==> src/rtl/operator_unit.sv <==
// Multi-cycle arithmetic unit: single-cycle ADD/SUB/CMP, shift-add MUL on
// pre-offset operands (a+C0)*(b+C1).
module operator_unit #(
  parameter int                 WIDTH = 32,
  parameter logic [WIDTH-1:0]   C0    = WIDTH'(2),
  parameter logic [WIDTH-1:0]   C1    = WIDTH'(1)
) (
  input  logic             clk,
  input  logic             reset,
  input  logic             start,
  input  logic [1:0]       op,
  input  logic [WIDTH-1:0] a,
  input  logic [WIDTH-1:0] b,
  output logic             busy,
  output logic             done,
  output logic [WIDTH-1:0] result,
  output logic             overflow
);

  // state  | meaning
  // IDLE   | waiting for start; operands latched on acceptance
  // EXEC   | one-cycle ADD/SUB/CMP, completes next edge
  // PREP   | form x=a+C0, y=b+C1, clear accumulator and bit counter
  // MUL    | one shift-add iteration per cycle, WIDTH iterations
  typedef enum logic [1:0] {S_IDLE, S_EXEC, S_PREP, S_MUL} state_t;

  localparam int CNT_W = (WIDTH > 1) ? $clog2(WIDTH) : 1;
  localparam logic [1:0] OP_ADD = 2'b00;
  localparam logic [1:0] OP_SUB = 2'b01;
  localparam logic [1:0] OP_MUL = 2'b10;

  state_t             r_state, w_state_nxt;
  logic [WIDTH-1:0]   r_a, r_b, w_a_nxt, w_b_nxt;
  logic [1:0]         r_op, w_op_nxt;
  logic [WIDTH-1:0]   r_x, r_y, w_x_nxt, w_y_nxt;
  logic               r_carry, w_carry_nxt;
  logic [2*WIDTH-1:0] r_acc, w_acc_nxt;
  logic [CNT_W-1:0]   r_cnt, w_cnt_nxt;
  logic [WIDTH-1:0]   r_result, w_result_nxt;
  logic               r_overflow, w_overflow_nxt;
  logic               r_done, w_done_nxt;

  logic [WIDTH:0]     w_sum, w_diff, w_xa, w_yb;
  logic [2*WIDTH-1:0] w_partial, w_acc_add;

  assign w_sum     = {1'b0, r_a} + {1'b0, r_b};
  assign w_diff    = {1'b0, r_a} - {1'b0, r_b};
  assign w_xa      = {1'b0, r_a} + {1'b0, C0};
  assign w_yb      = {1'b0, r_b} + {1'b0, C1};
  assign w_partial = {{WIDTH{1'b0}}, r_x} << r_cnt;
  assign w_acc_add = r_acc + (r_y[r_cnt] ? w_partial : '0);

  always_ff @(posedge clk) begin
    if (!reset) begin
      r_state    <= S_IDLE;
      r_a        <= '0;
      r_b        <= '0;
      r_op       <= '0;
      r_x        <= '0;
      r_y        <= '0;
      r_carry    <= 1'b0;
      r_acc      <= '0;
      r_cnt      <= '0;
      r_result   <= '0;
      r_overflow <= 1'b0;
      r_done     <= 1'b0;
    end else begin
      r_state    <= w_state_nxt;
      r_a        <= w_a_nxt;
      r_b        <= w_b_nxt;
      r_op       <= w_op_nxt;
      r_x        <= w_x_nxt;
      r_y        <= w_y_nxt;
      r_carry    <= w_carry_nxt;
      r_acc      <= w_acc_nxt;
      r_cnt      <= w_cnt_nxt;
      r_result   <= w_result_nxt;
      r_overflow <= w_overflow_nxt;
      r_done     <= w_done_nxt;
    end
  end

  always_comb begin
    w_state_nxt    = r_state;
    w_a_nxt        = r_a;
    w_b_nxt        = r_b;
    w_op_nxt       = r_op;
    w_x_nxt        = r_x;
    w_y_nxt        = r_y;
    w_carry_nxt    = r_carry;
    w_acc_nxt      = r_acc;
    w_cnt_nxt      = r_cnt;
    w_result_nxt   = r_result;
    w_overflow_nxt = r_overflow;
    w_done_nxt     = 1'b0;

    case (r_state)
      S_IDLE: begin
        if (start) begin
          w_a_nxt     = a;
          w_b_nxt     = b;
          w_op_nxt    = op;
          w_state_nxt = (op == OP_MUL) ? S_PREP : S_EXEC;
        end
      end
      S_EXEC: begin
        case (r_op)
          OP_ADD: begin
            w_result_nxt   = w_sum[WIDTH-1:0];
            w_overflow_nxt = w_sum[WIDTH];
          end
          OP_SUB: begin
            w_result_nxt   = w_diff[WIDTH-1:0];
            w_overflow_nxt = (r_a < r_b);
          end
          default: begin
            w_result_nxt   = (r_a == r_b) ? WIDTH'(1) : '0;
            w_overflow_nxt = 1'b0;
          end
        endcase
        w_done_nxt  = 1'b1;
        w_state_nxt = S_IDLE;
      end
      S_PREP: begin
        w_x_nxt     = w_xa[WIDTH-1:0];
        w_y_nxt     = w_yb[WIDTH-1:0];
        w_carry_nxt = w_xa[WIDTH] | w_yb[WIDTH];
        w_acc_nxt   = '0;
        w_cnt_nxt   = '0;
        w_state_nxt = S_MUL;
      end
      S_MUL: begin
        w_acc_nxt = w_acc_add;
        w_cnt_nxt = r_cnt + CNT_W'(1);
        // final iteration reads the sum directly so result lands with done
        if (r_cnt == CNT_W'(WIDTH-1)) begin
          w_result_nxt   = w_acc_add[WIDTH-1:0];
          w_overflow_nxt = (|w_acc_add[2*WIDTH-1:WIDTH]) | r_carry;
          w_done_nxt     = 1'b1;
          w_state_nxt    = S_IDLE;
        end
      end
      default: w_state_nxt = S_IDLE;
    endcase
  end

  assign busy     = (r_state != S_IDLE);
  assign done     = r_done;
  assign result   = r_result;
  assign overflow = r_overflow;

endmodule
==> config.mk <==
export PLATFORM = sky130hd
export DESIGN_NAME = operator_unit
export DESIGN_NICKNAME = d
export VERILOG_FILES = /design/src/rtl/operator_unit.sv
export SDC_FILE = /design/constraint.sdc
export NUM_CORES = 1
export LEC_CHECK = 0
export CORE_MARGIN = 3
export CORE_UTILIZATION = 60
export DETAILED_ROUTE_END_ITERATION = 6
export GPL_TIMING_DRIVEN = 0
export PLACE_DENSITY = 0.8
export SLEW_MARGIN = 20
export SYNTH_ARGS = -nofsm -noshare
export SYNTH_HDL_FRONTEND = slang
export SYNTH_SLANG_ARGS = --single-unit
==> constraint.sdc <==
create_clock -name clk -period 14.57 [get_ports clk]
set_input_delay 4.371 -clock clk [delete_from_list [all_inputs] [get_ports clk]]
set_output_delay 4.371 -clock clk [all_outputs]
set_load 0.05 [all_outputs]
==> results of run 1 <==
-- layout make-up --
| class | count | area [sq um] |
|---|---|---|
| tap | 435 | 544 |
| multi-input combinational | 2107 | 13700 |
| clock buffer | 33 | 748 |
| clock inverter | 17 | 184 |
| inverter | 100 | 375 |
| timing repair buffer | 103 | 1030 |
| fill | 2611 | 9740 |
| buffer | 174 | 719 |
| sequential | 236 | 4720 |
-- cells in the final DEF, fill, tap and decap left out, types with 41 or more instances in the layout --
| cell type | count |
|---|---|
| inv_1 | 97 |
| nor2_1 | 289 |
| nand4_1 | 60 |
| xor2_1 | 41 |
| nor3_1 | 44 |
| nand3_1 | 52 |
| dfxtp_1 | 236 |
| a21oi_1 | 278 |
| xnor2_1 | 84 |
| clkdlybuf4s50_1 | 103 |
| a211oi_1 | 77 |
| o21ai_0 | 121 |
| nand2_1 | 357 |
| clkbuf_1 | 124 |
| ha_1 | 131 |
-- sequential cells by signal, indices dropped and copies added, names as in the netlist, 2 cells and up --
register / flops
r_cnt: 5
r_b: 32
r_y: 32
r_state: 2
r_a: 32
result: 32
r_acc: 64
r_x: 32
r_op: 2
-- logic make-up (layout without fill, tap and decap cells) --
| logic type | Yosys count | after routing | synth area share [%] |
|---|---|---|---|
| xor+xnor | 125 | 125 | 5.60 |
| compound gates | 780 | 780 | 25.8 |
| buf+inv | 274 | 427 | 5.60 |
| flops | 236 | 236 | 24.2 |
| fa+ha+maj | 134 | 134 | 8.69 |
| simple gates | 967 | 967 | 22.6 |
| mux | 101 | 101 | 7.53 |
-- critical path, delay by kind of cell (launching register included) --
| family | cells | cell delay (ns) |
|---|---|---|
| buf+inv | 2 | 1.47 |
| flops | 1 | 0.31 |
| simple gates | 1 | 0.26 |
-- layer usage --
metal | up-vias | part of all wire, %
met4 | 2 | 7.8
met5 | - | 0.017
met2 | 1358 | 46
li1 | 9689 | -
met1 | 9968 | 37
met3 | 317 | 9.4
-- through the flow --
step / worst slack, ns / std cells / area (sq um) / total power, mW
after floorplan: 8.93 / 2617 / 19500 / 0.964
after global placement: 7.65 / 3155 / 21100 / 1.09
after detailed placement: 7.65 / 3155 / 21100 / 1.10
after CTS: 7.62 / 3205 / 22100 / 1.81
after global routing: 7.43 / 3205 / 22100 / 1.88
final: 7.57 / 3205 / 22100 / 1.83
-- report_power, final --
part | switching [mW] | internal, mW
combinational | 0.244 | 0.140
sequential | 0.0465 | 0.675
clock | 0.313 | 0.408
-- worst paths after layout --
| kind | slack (ns) | cells after the start | to | startpoint |
|---|---|---|---|---|
| worst max-delay path | 7.57 | 3 | busy | r_state[1] |
| worst min-delay path | 0.47 | 2 | r_y[1] | r_y[1] |
| worst max register to register | 7.70 | 23 | overflow | r_cnt[0] |
| worst min register to register | 0.47 | 2 | r_y[1] | r_y[1] |
==> flow_metrics.env, run 1 <==
export IMPL_coreArea_sq_um=31800
export IMPL_drt_total_wl_microns=75200
export IMPL_grt_pass1_wl_microns=115000
export IMPL_synth_area_leaders="dfxtp_1 (24%), ha_1 (8.4%), a21oi_1 (7.1%), nand2_1 (6.9%), nor2_1 (5.5%)"
export IMPL_cts_tree="done"
export IMPL_min_period_ns=7.00
export IMPL_syn2layout_area_growth_pct=12.8
export IMPL_cts_sinks=236
export IMPL_syn_area_sq_um=19500
export IMPL_cts_made_buffers=27
export IMPL_status="finished clean"
export IMPL_period_share_pct=48.0
export IMPL_fin_skew_ns=0.0361
export IMPL_postRouteAntennaNets=0
export IMPL_path_clk_slew_ns=0.07
export IMPL_p_per_area_nw_per_um2=82.8
export IMPL_post_synth_num_cell_types=98
export IMPL_drt_initial_drc_count=2530
export IMPL_grt_pass1_vias=20359
export IMPL_yosysWarnings=0
export IMPL_io_buffers=103
export IMPL_hpwl_microns=58900
export IMPL_synthFlopType="dfxtp_1"
export IMPL_hold_buffers=0
export IMPL_critPathCaptureType="output port"
export IMPL_critPathArrivalTime_ns=2.63
export IMPL_grt_usage_pct=41.1
export IMPL_synth_edf_count=0
export IMPL_rsz0062_at_grt="no"
export IMPL_yosys_register_bits=236
export IMPL_wl_per_cell_microns=23.4
export IMPL_required_ns=10.20
export IMPL_synth_top_cell_area_share_pct=24.2
export IMPL_syn_avg_cell_area_sq_um=7.47
export IMPL_leakagePower_nw=8.07
export IMPL_first_pass_iters=7
export IMPL_whs_ns=0.467
export IMPL_worst_path_max_delay_cell="clkdlybuf4s50_1"
export IMPL_grt_max_degree=16
export IMPL_die_w_microns=186
export IMPL_antenna_found_initial=1
export IMPL_yosysTopAreaCell="dfxtp_1"
export IMPL_slew_headroom_pct=34.3
export IMPL_final_nets=2952
export IMPL_async_flop_share_pct=0
export IMPL_worstSetupStartpointType="register"
export IMPL_place_congestion=1.07
export IMPL_path_class="reg -> out"
export IMPL_setup_violations=0
export IMPL_htreeDepth=1
export IMPL_crit_chain="clkbuf_1 -> or2_2 -> clkdlybuf4s50_1"
export IMPL_worst_slew_pin_slew_ns=0.986
export IMPL_grt_use_met3_pct=6.58
export IMPL_synthCells=2617
export IMPL_remaining_drc_errors=0
export IMPL_drv_cap=0
export IMPL_hold_path_class="reg -> reg"
export IMPL_grtUsageMet1_pct=49.8
export IMPL_synth_common_cells="nand2_1 (357), nor2_1 (289), a21oi_1 (278), dfxtp_1 (236), ha_1 (131)"
export IMPL_cp_slowest_stage_delay_ns=0.80
export IMPL_layout_drive_gt1_share_pct=7.44
export IMPL_fin_setup_tns_ns=0
export IMPL_die_area_sq_um=34800
export IMPL_start_util_pct=61.5
export IMPL_syn_nets=2820
export IMPL_utilization_pct=69.4
export IMPL_via_count=21334
export IMPL_cts_resized_gates=0
export IMPL_hold_viol=0
export IMPL_grt_most_used_layer="met2"
export IMPL_n_antenna_cell=0
export IMPL_vias_per_cell=6.66
export IMPL_clock_latency_ns=0.58
export IMPL_achievable_frequency_mhz=143
export IMPL_grt_overflow=0
export IMPL_ir_drop_v=0.0000958
export IMPL_ys_seq_area_share_pct=24.2
export IMPL_synth_most_common_cell="nand2_1"
export IMPL_drv_slew=0
export IMPL_clock_path_buffers=3
export IMPL_grtUsageMet2_pct=68.0
export IMPL_post_cts_setup_buffers=0
export IMPL_rows=65
export IMPL_fp_dieH_microns=186
export IMPL_num_io_pins=104
export IMPL_root_buffer="clkbuf_16"
export IMPL_critPathMaxFanout=10
Note: power is estimated with default switching activity, not from simulation.
==> inputs of run 2 (changes only) <==
Clock period 14.57 ns to 6.7 ns, I/O delays scaled along.
==> run 2 against run 1 <==
- final area up 0.10%
- critical path depth grew 16
- non-clock buffer count is the same
- worst setup slack got worse by 7.3 ns
- register-to-register slack got worse by 7.5 ns
- power increased by 120%
- sequential power grew 120%
- global-route usage unchanged
- clock skew up 0.010 ns
- count of clock-buffer cells in the layout did not move
- worst hold slack improved by 0.0024 ns
==> flow_metrics.env, run 2 (synthesis results as in run 1) <==
export IMPL_status="finished clean"
export IMPL_first_pass_iters=6
export IMPL_power_total_mw=3.97
export IMPL_syn2layout_area_growth_pct=12.9
export IMPL_antenna_found_initial=1
export IMPL_die_w_microns=186
export IMPL_fin_skew_ns=0.0464
export IMPL_utilization_pct=69.4
export IMPL_start_util_pct=61.5
export IMPL_cp_startpoint="r_cnt[1]"
export IMPL_post_cts_setup_buffers=0
export IMPL_drv_slew=0
export IMPL_clock_latency_ns=0.59
export IMPL_regArea_sq_um=4720
export IMPL_switching_share_pct=33.1
export IMPL_path_clk_slew_ns=0.07
export IMPL_top_register="r_acc"
export IMPL_final_nets=2952
export IMPL_die_area_sq_um=34800
export IMPL_required_ns=7.14
export IMPL_cp_top_family="compound AO/OA/AOI/OAI gates"
export IMPL_switchingPower_mw=1.31
export IMPL_p_int_mw=2.66
export IMPL_place_congestion=1.07
export IMPL_fin_setup_tns_ns=0
export IMPL_dp_cells=3155
export IMPL_ir_drop_v=0.000211
export IMPL_placed_area_sq_um=21100
export IMPL_root_buffer="clkbuf_16"
export IMPL_critPathCaptureType="register"
export IMPL_achievable_frequency_mhz=155
export IMPL_reg2reg_depth=19
export IMPL_grt_max_degree=16
export IMPL_layout_commonest_cell="nand2_1"
export IMPL_num_fill_cells=2609
export IMPL_hold_path_class="reg -> reg"
export IMPL_clkPwrFrac_pct=39.4
export IMPL_comb_power_share_pct=21.1
export IMPL_multi_input_area_sq_um=13700
export IMPL_r2r_setup_slack_ns=0.23
export IMPL_slew_headroom_pct=33.4
export IMPL_worst_slew_pin_slew_ns=0.999
export IMPL_final_cell_mix="nand2_1 (357), nor2_1 (289), a21oi_1 (278), dfxtp_1 (236), ha_1 (131)"
export IMPL_leakagePower_nw=8.09
export IMPL_min_period_ns=6.47
export IMPL_num_io_pins=104
export IMPL_r2r_start="r_cnt[1]"
export IMPL_htreeDepth=1
export IMPL_wl_per_cell_microns=23.4
export IMPL_worstSetupStartpointType="register"
export IMPL_endpoint="overflow"
export IMPL_io_buffers=103
export IMPL_cts_made_buffers=27
export IMPL_postRouteAntennaNets=0
export IMPL_cts_sinks=236
export IMPL_postLayoutCellArea_sq_um=22100
export IMPL_crit_buf_inv=2
export IMPL_grt_usage_pct=41.1
export IMPL_critPathMaxFanout=10
export IMPL_via_count=21424
export IMPL_hpwl_microns=58900
export IMPL_worst_path_max_delay_cell="o21ai_0"
export IMPL_vias_per_cell=6.68
export IMPL_hold_buffers=0
export IMPL_clock_path_buffers=3
export IMPL_grt_pass1_vias=20359
export IMPL_grt_pass1_wl_microns=115000
export IMPL_whs_ns=0.470
export IMPL_r2r_end="overflow"
export IMPL_preCtsSetupSlack_ns=0.122
export IMPL_finalWorstSetupSlack_ns=0.228
export IMPL_crit_chain="clkbuf_1 -> clkbuf_2 -> mux2_2 -> o21ai_0 -> nor2_1 -> a21oi_1 -> mux2_2 -> nor2_1 -> ha_1 -> a21oi_1 -> o2111ai_1 -> o21ai_0 -> o22ai_1 -> o21ai_0 -> xnor2_1 -> a31oi_1 -> nand4_1 -> nor4_1 -> a31oi_1"
export IMPL_critPathArrivalTime_ns=6.92
export IMPL_path_class="reg -> reg"
export IMPL_largest_reg_flops=64
export IMPL_setup_violations=0
export IMPL_drt_initial_drc_count=2570
export IMPL_drt_total_wl_microns=75100
export IMPL_grt_overflow=0
export IMPL_p_per_area_nw_per_um2=180
export IMPL_hold_depth=2
export IMPL_drv_cap=0
export IMPL_cp_slowest_stage_delay_ns=0.73
export IMPL_rsz0062_at_grt="no"
export IMPL_cts_tree="done"
export IMPL_coreArea_sq_um=31800
export IMPL_pwr_share_seq_pct=39.5
export IMPL_rows=65
export IMPL_path_depth=19
export IMPL_hold_viol=0
export IMPL_cp_common_cell="o21ai_0"
export IMPL_final_cell_count_no_fill=3206
export IMPL_period_share_pct=96.6
export IMPL_layout_drive_gt1_share_pct=7.65
export IMPL_fp_dieH_microns=186
export IMPL_remaining_drc_errors=0
[run 2: changes by cell type in the layout (fill, tap and decap cells not counted), sizes merged]
cell | before | now
clkbuf | 156 | 158
diode | 0 | 1
buf | 51 | 49
[run 2: power groups by stage]
stage | registers (mW) | logic [mW] | clock network, mW
final | 1.57 | 0.837 | 1.57
after global routing | 1.57 | 0.896 | 1.62
after CTS | 1.56 | 0.814 | 1.56
after detailed placement | 1.59 | 0.806 | 0
after global placement | 1.59 | 0.793 | 0
after floorplan | 1.60 | 0.492 | 0
[run 2: area by class of cell]
| cell class | count | area share (%) |
|---|---|---|
| well taps | 435 | 2.47 |
| plain buffers | 174 | 3.29 |
| diodes | 1 | 0.0113 |
| inverters | 100 | 1.70 |
| repair buffers | 103 | 4.67 |
| clock buffers | 33 | 3.39 |
| clock inverters | 17 | 0.833 |
| flip-flops and latches | 236 | 21.4 |
| multi-input cells | 2107 | 62.2 |
[run 2: worst register-to-register path, cell delays in order, from the launching register on]
cell and delay (ns):
dfxtp_1 0.33, clkbuf_1 0.40, clkbuf_2 0.35, mux2_2 0.38
o21ai_0 0.59, nor2_1 0.08, a21oi_1 0.34, mux2_2 0.30
nor2_1 0.12, ha_1 0.43, a21oi_1 0.38, o2111ai_1 0.20
o21ai_0 0.73, o22ai_1 0.28, o21ai_0 0.38, xnor2_1 0.16
a31oi_1 0.33, nand4_1 0.14, nor4_1 0.27, a31oi_1 0.15
[run 2: metal layers]
layer  vias to the layer above  part of all wire, %  GRT usage [%]
li1                       9685                    -              -
met1                      9972                   37           49.8
met2                      1396                   45           68.0
met3                       369                  9.6           6.58
met4                         2                  8.2           27.1
met5                         -                0.017              0
[run 2: how the worst min path moves through the flow]
stage,end,slack (ns),startpoint
after global placement,r_y[1],0.44,r_y[1]
after global routing,r_y[1],0.48,r_y[1]
after floorplan,r_y[1],0.43,r_y[1]
after detailed placement,r_y[1],0.45,r_y[1]
final,r_y[1],0.47,r_y[1]
after CTS,r_y[1],0.46,r_y[1]
[run 2: timing repair]
action	4_1_cts	5_1_grt
setup endpoints to repair	0	3
gates resized for setup	0	11
hold endpoints to repair	0	0
